**src/rtl/axilite_master.sv**
```systemverilog
// rtl/axilite_master.sv - single-outstanding AXI4-Lite initiator driven by a cmd/rsp handshake
//
// Ports:
//   m_axi_aclk, m_axi_areset      clock, synchronous active-high reset
//   cmd_valid/cmd_ready           command handshake (cmd_ready high only in IDLE)
//   cmd_rnw, cmd_addr,
//   cmd_wdata, cmd_wstrb          command payload (1 = read)
//   rsp_valid/rsp_ready           response handshake
//   rsp_rdata, rsp_resp           read data (0 for writes) and BRESP/RRESP
//   busy                          high whenever the FSM is not in IDLE
//   err_count                     saturating count of non-OKAY responses
//   m_axi_aw*/w*/b*/ar*/r*        AXI4-Lite initiator channels
module axilite_master #(
  parameter int          C_M_AXI_DATA_WIDTH = 32,
  parameter int          C_M_AXI_ADDR_WIDTH = 4,
  parameter logic [2:0]  AXI_PROT           = 3'b000
) (
  input  logic                              m_axi_aclk,
  input  logic                              m_axi_areset,
  input  logic                              cmd_valid,
  output logic                              cmd_ready,
  input  logic                              cmd_rnw,
  input  logic [C_M_AXI_ADDR_WIDTH-1:0]     cmd_addr,
  input  logic [C_M_AXI_DATA_WIDTH-1:0]     cmd_wdata,
  input  logic [C_M_AXI_DATA_WIDTH/8-1:0]   cmd_wstrb,
  output logic                              rsp_valid,
  input  logic                              rsp_ready,
  output logic [C_M_AXI_DATA_WIDTH-1:0]     rsp_rdata,
  output logic [1:0]                        rsp_resp,
  output logic                              busy,
  output logic [7:0]                        err_count,
  output logic [C_M_AXI_ADDR_WIDTH-1:0]     m_axi_awaddr,
  output logic [2:0]                        m_axi_awport,
  output logic                              m_axi_awvalid,
  input  logic                              m_axi_awready,
  output logic [C_M_AXI_DATA_WIDTH-1:0]     m_axi_wdata,
  output logic [C_M_AXI_DATA_WIDTH/8-1:0]   m_axi_wstrb,
  output logic                              m_axi_wvalid,
  input  logic                              m_axi_wready,
  input  logic [1:0]                        m_axi_bresp,
  input  logic                              m_axi_bvalid,
  output logic                              m_axi_bready,
  output logic [C_M_AXI_ADDR_WIDTH-1:0]     m_axi_araddr,
  output logic [2:0]                        m_axi_arport,
  output logic                              m_axi_arvalid,
  input  logic                              m_axi_arready,
  input  logic [C_M_AXI_DATA_WIDTH-1:0]     m_axi_rdata,
  input  logic [1:0]                        m_axi_rresp,
  input  logic                              m_axi_rvalid,
  output logic                              m_axi_rready
);

  typedef enum logic [2:0] {
    S_IDLE, S_WRITE, S_WRESP, S_READ, S_RRESP, S_DONE
  } state_t;

  state_t                            state_q;
  logic [C_M_AXI_ADDR_WIDTH-1:0]     addr_q;
  logic [C_M_AXI_DATA_WIDTH-1:0]     wdata_q;
  logic [C_M_AXI_DATA_WIDTH/8-1:0]   wstrb_q;
  logic                              awvalid_q, wvalid_q, bready_q;
  logic                              arvalid_q, rready_q;
  logic                              aw_done_q, w_done_q;
  logic                              aw_done_d, w_done_d;
  logic                              rsp_valid_q;
  logic [C_M_AXI_DATA_WIDTH-1:0]     rsp_rdata_q;
  logic [1:0]                        rsp_resp_q;
  logic [7:0]                        err_count_q;

  // Saturating error counter step for a response being latched.
  function automatic logic [7:0] err_next(input logic [1:0] resp, input logic [7:0] cnt);
    if (resp != 2'b00 && cnt != 8'hFF) return cnt + 8'd1;
    return cnt;
  endfunction

  // A channel counts as done once its handshake has happened, either earlier
  // (sticky flag) or on this very cycle, so AW and W may complete in any order.
  always_comb begin
    aw_done_d = aw_done_q | (awvalid_q & m_axi_awready);
    w_done_d  = w_done_q  | (wvalid_q  & m_axi_wready);
  end

  always_ff @(posedge m_axi_aclk) begin
    if (m_axi_areset) begin
      state_q     <= S_IDLE;
      addr_q      <= '0;
      wdata_q     <= '0;
      wstrb_q     <= '0;
      awvalid_q   <= 1'b0;
      wvalid_q    <= 1'b0;
      aw_done_q   <= 1'b0;
      w_done_q    <= 1'b0;
      bready_q    <= 1'b0;
      arvalid_q   <= 1'b0;
      rready_q    <= 1'b0;
      rsp_valid_q <= 1'b0;
      rsp_rdata_q <= '0;
      rsp_resp_q  <= 2'b00;
      err_count_q <= 8'd0;
    end else begin
      case (state_q)
        S_IDLE: begin
          if (cmd_valid) begin
            addr_q  <= cmd_addr;
            wdata_q <= cmd_wdata;
            wstrb_q <= cmd_wstrb;
            if (cmd_rnw) begin
              arvalid_q <= 1'b1;
              state_q   <= S_READ;
            end else begin
              awvalid_q <= 1'b1;
              wvalid_q  <= 1'b1;
              aw_done_q <= 1'b0;
              w_done_q  <= 1'b0;
              state_q   <= S_WRITE;
            end
          end
        end
        S_WRITE: begin
          if (m_axi_awready) awvalid_q <= 1'b0;
          if (m_axi_wready)  wvalid_q  <= 1'b0;
          aw_done_q <= aw_done_d;
          w_done_q  <= w_done_d;
          if (aw_done_d && w_done_d) begin
            bready_q <= 1'b1;
            state_q  <= S_WRESP;
          end
        end
        S_WRESP: begin
          // bready stays high for the whole state so a one-cycle bvalid is never missed.
          if (m_axi_bvalid) begin
            bready_q    <= 1'b0;
            rsp_resp_q  <= m_axi_bresp;
            rsp_rdata_q <= '0;
            err_count_q <= err_next(m_axi_bresp, err_count_q);
            rsp_valid_q <= 1'b1;
            state_q     <= S_DONE;
          end
        end
        S_READ: begin
          if (m_axi_arready) begin
            arvalid_q <= 1'b0;
            rready_q  <= 1'b1;
            state_q   <= S_RRESP;
          end
        end
        S_RRESP: begin
          if (m_axi_rvalid) begin
            rready_q    <= 1'b0;
            rsp_resp_q  <= m_axi_rresp;
            rsp_rdata_q <= m_axi_rdata;
            err_count_q <= err_next(m_axi_rresp, err_count_q);
            rsp_valid_q <= 1'b1;
            state_q     <= S_DONE;
          end
        end
        S_DONE: begin
          if (rsp_ready) begin
            rsp_valid_q <= 1'b0;
            state_q     <= S_IDLE;
          end
        end
        default: state_q <= S_IDLE;
      endcase
    end
  end

  assign cmd_ready     = (state_q == S_IDLE);
  assign busy          = (state_q != S_IDLE);
  assign rsp_valid     = rsp_valid_q;
  assign rsp_rdata     = rsp_rdata_q;
  assign rsp_resp      = rsp_resp_q;
  assign err_count     = err_count_q;
  assign m_axi_awaddr  = addr_q;
  assign m_axi_araddr  = addr_q;
  assign m_axi_awport  = AXI_PROT;
  assign m_axi_arport  = AXI_PROT;
  assign m_axi_awvalid = awvalid_q;
  assign m_axi_wdata   = wdata_q;
  assign m_axi_wstrb   = wstrb_q;
  assign m_axi_wvalid  = wvalid_q;
  assign m_axi_bready  = bready_q;
  assign m_axi_arvalid = arvalid_q;
  assign m_axi_rready  = rready_q;

endmodule

```
**config.mk**
```make
export PLATFORM = sky130hd
export DESIGN_NAME = axilite_master
export DESIGN_NICKNAME = d
export VERILOG_FILES = /design/src/rtl/axilite_master.sv
export SDC_FILE = /design/constraint.sdc
export NUM_CORES = 1
export LEC_CHECK = 0
export ABC_AREA = 1
export CAP_MARGIN = 20
export CORE_MARGIN = 2
export CORE_UTILIZATION = 43
export CTS_CLUSTER_SIZE = 12
export DETAILED_ROUTE_END_ITERATION = 6
export PLACE_DENSITY = 0.85
export SLEW_MARGIN = 0
export SYNTH_ARGS = -nofsm -noshare
export SYNTH_HDL_FRONTEND = slang
export SYNTH_SLANG_ARGS = --single-unit
```
**constraint.sdc**
```tcl
create_clock -name m_axi_aclk -period 3.8 [get_ports m_axi_aclk]
set_clock_uncertainty 0.15 [all_clocks]
set_input_delay 0.76 -clock m_axi_aclk [delete_from_list [all_inputs] [get_ports m_axi_aclk]]
set_output_delay 0.76 -clock m_axi_aclk [all_outputs]
set_load 0.01 [all_outputs]
```
==> results of run 1 <==
[Yosys cell counts (all sizes together)]
cell type and instances:
a21o 2, a21oi 50, a22oi 2, a31oi 2, buf 24, clkbuf 11
conb 1, dfxtp 93, ha 1, inv 22, nand2 111, nand3 10
nand3b 3, nand4 7, nor2 101, nor3 1, o21ai 50, or2 2
xor2 3
[worst min path at each step]
stage,from,end,slack (ps),depth (start not counted)
floorplan,aw_done_q,aw_done_q,320,2
global placement,rsp_rdata[1],rsp_rdata[1],300,2
detailed placement,rsp_rdata[16],rsp_rdata[16],300,2
CTS,rsp_rdata[23],rsp_rdata[23],320,2
global route,rsp_rdata[27],rsp_rdata[27],340,2
finish,rsp_rdata[23],rsp_rdata[23],320,2
[power groups by stage]
stage                     clock [mW]  combinational, mW  sequential (mW)
after floorplan                    0              0.694             1.41
after global placement             0               1.36             1.33
after detailed placement           0               1.39             1.33
after CTS                      0.687               1.40             1.32
after global routing           0.736               1.54             1.34
final                          0.675               1.40             1.32
[cell families after synthesis]
logic type                 share of synthesized area
AOI/OAI and AO/OA                              0.147
DFF                                            0.500
adders and majority gates                    0.00336
xor gates and xnor gates                     0.00706
other                                        0.00101
and+or+nand+nor                                0.260
buffers and inverters                         0.0820
[through the flow]
| step | setup slack [ps] | utilization |
|---|---|---|
| finish | 1190 | 0.686 |
| global route | 1120 | 0.686 |
| CTS | 1180 | 0.686 |
| detailed placement | 1230 | 0.660 |
| global placement | 1280 | 0.657 |
| floorplan | 2060 | - |
[state kept, by name, summed over array words and instances, names as in the netlist, 2 cells and up]
signal / cells
rsp_resp: 2
rsp_rdata: 32
m_axi_wstrb: 4
state_q: 3
m_axi_araddr: 4
err_count: 8
m_axi_wdata: 32
[per-layer routing]
metal | up-vias | wire length [um]
met1 | 1738 | 4330
li1 | 1903 | -
met5 | - | 0
met2 | 144 | 5450
met4 | 0 | 235
met3 | 16 | 731
[critical path, stage by stage, from the launching register on]
cell and delay [ps]:
dfxtp_1 380, nor2_2 240, nand2_2 120, inv_1 90, clkdlybuf4s50_1 530
[cell usage in the layout (no fill, tap or decap), types with 2 or more instances in the layout]
| cell | n |
|---|---|
| clkbuf_8 | 10 |
| nor2_4 | 3 |
| buf_4 | 2 |
| nand3_1 | 9 |
| a31oi_1 | 2 |
| inv_2 | 4 |
| xor2_1 | 3 |
| nand2_1 | 108 |
| inv_1 | 18 |
| dfxtp_1 | 93 |
| a21o_1 | 2 |
| clkdlybuf4s50_1 | 178 |
| a21oi_1 | 49 |
| conb_1 | 6 |
| nand3b_1 | 3 |
| a22oi_1 | 2 |
| nand2_2 | 3 |
| nand4_1 | 7 |
| clkinv_4 | 2 |
| o21ai_0 | 49 |
| nor2_1 | 97 |
| clkinvlp_4 | 2 |
[final cells by class]
class                   instances  area, um^2  share of cell area
repair buffers                182        1830               0.322
multi-input cells             351        1580               0.277
clock buffers                  10         138              0.0242
flip-flops and latches         93        1860               0.327
well taps                     105         131              0.0231
inverters                      22        82.6              0.0145
clock inverters                 6        71.3              0.0125
==> flow_summary.yaml, run 1 <==
outcome:
  status: "complete, no violations"
drt:
  route.detailed.drc: 0
  first_pass_iters: 5
  vias: 3801
  wl_per_cell_um: 14.0
  ant_nets: 0
  dr.first_iter.drc_count: 146
  drt-total-wl_mm: 10.7
  via_per_inst: 4.94
critical_path:
  cp-start-kind: "register"
  worstSetupStartpoint: "state_q[2]"
  crit_fanout: 7
  r2r-end: "m_axi_awvalid"
  end_kind: "output port"
  rr_worst_depth: 6
  crit_path_end: "cmd_ready"
  regToRegStartpoint: "state_q[0]"
  worstPathRequired_ps: 2890
  crit_type: "register to output port"
  regToRegSetupSlack_ps: 1870
  arrival_ps: 1700
sta:
  relSlewSlack: 0.543
  holdWs_ps: 319
  fmax_mhz: 384
  setup_viol: 0
  finalCriticalPeriod_ps: 2610
  worstMarginPinSlew_ps: 684
  period_share: 0.686
  rsz0062_at_grt: "no"
  slew_viol_final: 0
  final_hold_viol_count: 0
  tns_ps: 0
power_and_ir_drop:
  p_leak_nw: 2.22
  p_seq_frac: 0.389
  ir_drop_v: 0.000306
  pwr-share-comb: 0.412
  power.switching_mw: 1.23
  sw_frac_of_total: 0.364
  clock_power_share: 0.199
  power.total_mw: 3.39
  p_int_mw: 2.15
  powerDensity_mw_per_mm2: 596
finish:
  antenna_cells: 0
  instances_no_fill: 769
  nNetsFinal: 746
  stdcell_area_mm2: 0.00569
  syn_to_final_growth_pct: 52.8
  fillers: 699
  drive_gt1_frac: 0.0512
logic_synthesis:
  netlist_top_cells_area: "dfxtp_1 50%, nand2_1 11%, nor2_1 9.8%"
  netlist_instances: 496
  synth_top_area_share: 0.500
  ys_types: 30
  yosysSeqAreaShare: 0.500
  synth-seq-cells: 93
  avgSynthCellArea_um2: 7.51
  synth.largest_area_cell: "dfxtp_1"
  synth_warnings: 0
  synth_area_mm2: 0.00372
global_routing:
  use_met1: 0.253
  grt_busiest_layer: "met2"
  met2_usage: 0.394
  grt_use_met3: 0.0676
  grt_overflow: 0
  grt_pass1_wl_mm: 17.4
  grt_pass1_vias: 3735
  grt_usage: 0.223
  grt_start_max_net_pins: 49
  antenna_found_initial: 0
cts:
  cts_resized: 0
  clock_latency_ps: 330
  cts_made_buffers: 9
  cts_setup_buffers: 0
  path_clk_slew_ps: 100
  cts_max_path_buffers: 2
  cts-hold-fix-buffers: 0
  htreeDepth: 3
  clock-sinks: 93
  cts_tree: "yes"
  cts_root_buf: "clkbuf_8"
placed_design:
  gp_congestion: 0.874
  dp.cells: 753
  hpwl_mm: 7.76
  post_dp_cell_area_mm2: 0.00548
  port-buffer-count: 179
floorplanning:
  ios: 186
  start_util: 0.449
  coreArea_mm2: 0.00830
  die_w_um: 97.1
  placementRows: 33
  dieArea_mm2: 0.00942
  die_y_um: 97.1
flow_run:
  cap_violations: 0
min_path:
  min-delay-path-class: "register to register"
(Power assumes the default switching activity.)
==> inputs of run 2 (changes only) <==
--- a/config.mk
+++ b/config.mk
@@ -8,10 +8,10 @@
 export ABC_AREA = 1
 export CAP_MARGIN = 20
 export CORE_MARGIN = 2
-export CORE_UTILIZATION = 43
+export CORE_UTILIZATION = 36
 export CTS_CLUSTER_SIZE = 12
 export DETAILED_ROUTE_END_ITERATION = 6
-export PLACE_DENSITY = 0.85
+export PLACE_DENSITY = 0.76
 export SLEW_MARGIN = 0
 export SYNTH_ARGS = -nofsm -noshare
 export SYNTH_HDL_FRONTEND = slang
==> constraint.sdc (replaced) <==
create_clock -name m_axi_aclk -period 2.35 [get_ports m_axi_aclk]
set_clock_uncertainty 0.15 [all_clocks]
set_input_delay 0.47 -clock m_axi_aclk [delete_from_list [all_inputs] [get_ports m_axi_aclk]]
set_output_delay 0.47 -clock m_axi_aclk [all_outputs]
set_load 0.01 [all_outputs]
==> run 2 against run 1 <==
Net effect:
- sequential cell count unchanged
- via count up 0.16%
- combinational power up 62%
==> flow_summary.yaml, run 2 (synthesis gave the netlist of run 1 again) <==
cts:
  cts-hold-fix-buffers: 0
  cts_root_buf: "clkbuf_8"
  path_clk_slew_ps: 80
  htreeDepth: 3
  cts_max_path_buffers: 2
  cts_made_buffers: 9
  clock-sinks: 93
  clock_latency_ps: 350
  cts_tree: "yes"
power_and_ir_drop:
  powerDensity_mw_per_mm2: 981
  ir_drop_v: 0.000499
  p_leak_nw: 2.25
floorplanning:
  ios: 186
  die_y_um: 106
  start_util: 0.366
  die_w_um: 106
  placementRows: 37
  coreArea_mm2: 0.0102
  dieArea_mm2: 0.0112
min_path:
  holdCritStartpoint: "rsp_rdata[16]"
  min-delay-path-class: "register to register"
drt:
  wl_per_cell_um: 13.1
  via_per_inst: 4.74
  ant_nets: 0
  drt-total-wl_mm: 10.5
  vias: 3807
  dr.first_iter.drc_count: 171
  first_pass_iters: 4
  route.detailed.drc: 0
placed_design:
  hpwl_mm: 7.50
  gp_congestion: 0.878
  port-buffer-count: 179
  post_dp_cell_area_mm2: 0.00552
sta:
  fmax_mhz: 449
  relSlewSlack: 0.629
  slew_viol_final: 0
  final_hold_viol_count: 0
  setup_viol: 0
  finalCriticalPeriod_ps: 2230
  rsz0062_at_grt: "no"
  period_share: 0.948
  worstMarginPinSlew_ps: 555
  tns_ps: 0
global_routing:
  grt_usage: 0.188
  grt_pass1_vias: 3616
  grt_overflow: 0
  grt_start_max_net_pins: 41
  grt_pass1_wl_mm: 17.0
  antenna_found_initial: 0
critical_path:
  worstSetupStartpoint: "state_q[2]"
  regToRegStartpoint: "state_q[1]"
  worstPathRequired_ps: 1730
  crit_type: "register to output port"
  worst_path_max_delay_cell: "clkdlybuf4s50_1"
  critPathMaxStageDelay_ps: 530
  cp-start-kind: "register"
  crit_fanout: 7
  crit_chain: "nor2_4 -> nand2_2 -> inv_1 -> clkdlybuf4s50_1"
  end_kind: "output port"
  arrival_ps: 1610
outcome:
  status: "complete, no violations"
finish:
  drive_gt1_frac: 0.0585
  syn_to_final_growth_pct: 54.9
  final_cell_mix: "178 x clkdlybuf4s50_1, 108 x nand2_1, 97 x nor2_1"
  nNetsFinal: 749
  fillers: 941
  layout_commonest_cell: "clkdlybuf4s50_1"
  antenna_cells: 0
  stdcell_area_mm2: 0.00577
flow_run:
  cap_violations: 0
[run 2: worst max-delay path: cells and delay by family, from the launching register on]
kind	cells	cell delay (ps)
and+or+nand+nor	2	280
DFF	1	370
buffers and inverters	2	610
[run 2: what timing repair did]
| item | 4_1_cts | 5_1_grt |
|---|---|---|
| resized for setup | 0 | 4 |
| setup buffers | 0 | 0 |
| setup endpoints to repair | 0 | 2 |
[run 2: where the power goes]
part           switching (mW)  total [mW]  leakage, nW  internal (mW)
clock                   0.545        1.25        0.116          0.707
sequential              0.215        2.14        0.761           1.92
combinational            1.21        2.27         1.37           1.06
[run 2: final timing paths]
kind              slack [ps]  cells after the start            end
hold reg to reg          310                      2  rsp_rdata[16]
hold / removal           310                      2  rsp_rdata[16]
setup / recovery         120                      4      cmd_ready
setup reg to reg         520                      7  rsp_rdata[19]
[run 2: layout make-up]
class / count / area (um^2) / area share
multi-input combinational: 351 / 1580 / 0.274
clock inverter: 6 / 111 / 0.0193
timing repair buffer: 185 / 1830 / 0.318
clock buffer: 10 / 128 / 0.0221
inverter: 22 / 82.6 / 0.0143
sequential: 93 / 1870 / 0.323
tap: 136 / 170 / 0.0295
[run 2: through the flow]
step,util,cells,power [mW],setup slack [ps],hold slack (ps)
detailed placement,0.542,787,4.42,196,304
CTS,0.566,803,5.70,8.77,318
global route,0.566,803,6.04,29.8,330
finish,0.566,803,5.66,123,313
floorplan,-,501,3.40,755,317
global placement,0.542,787,4.37,274,297
[run 2: metal layers]
layer | track usage | part of all wire | vias up
li1 | - | - | 1908
met2 | 0.300 | 0.48 | 138
met5 | 0 | 0 | -
met4 | 0.0818 | 0.021 | 0
met1 | 0.231 | 0.42 | 1743
met3 | 0.0643 | 0.082 | 18
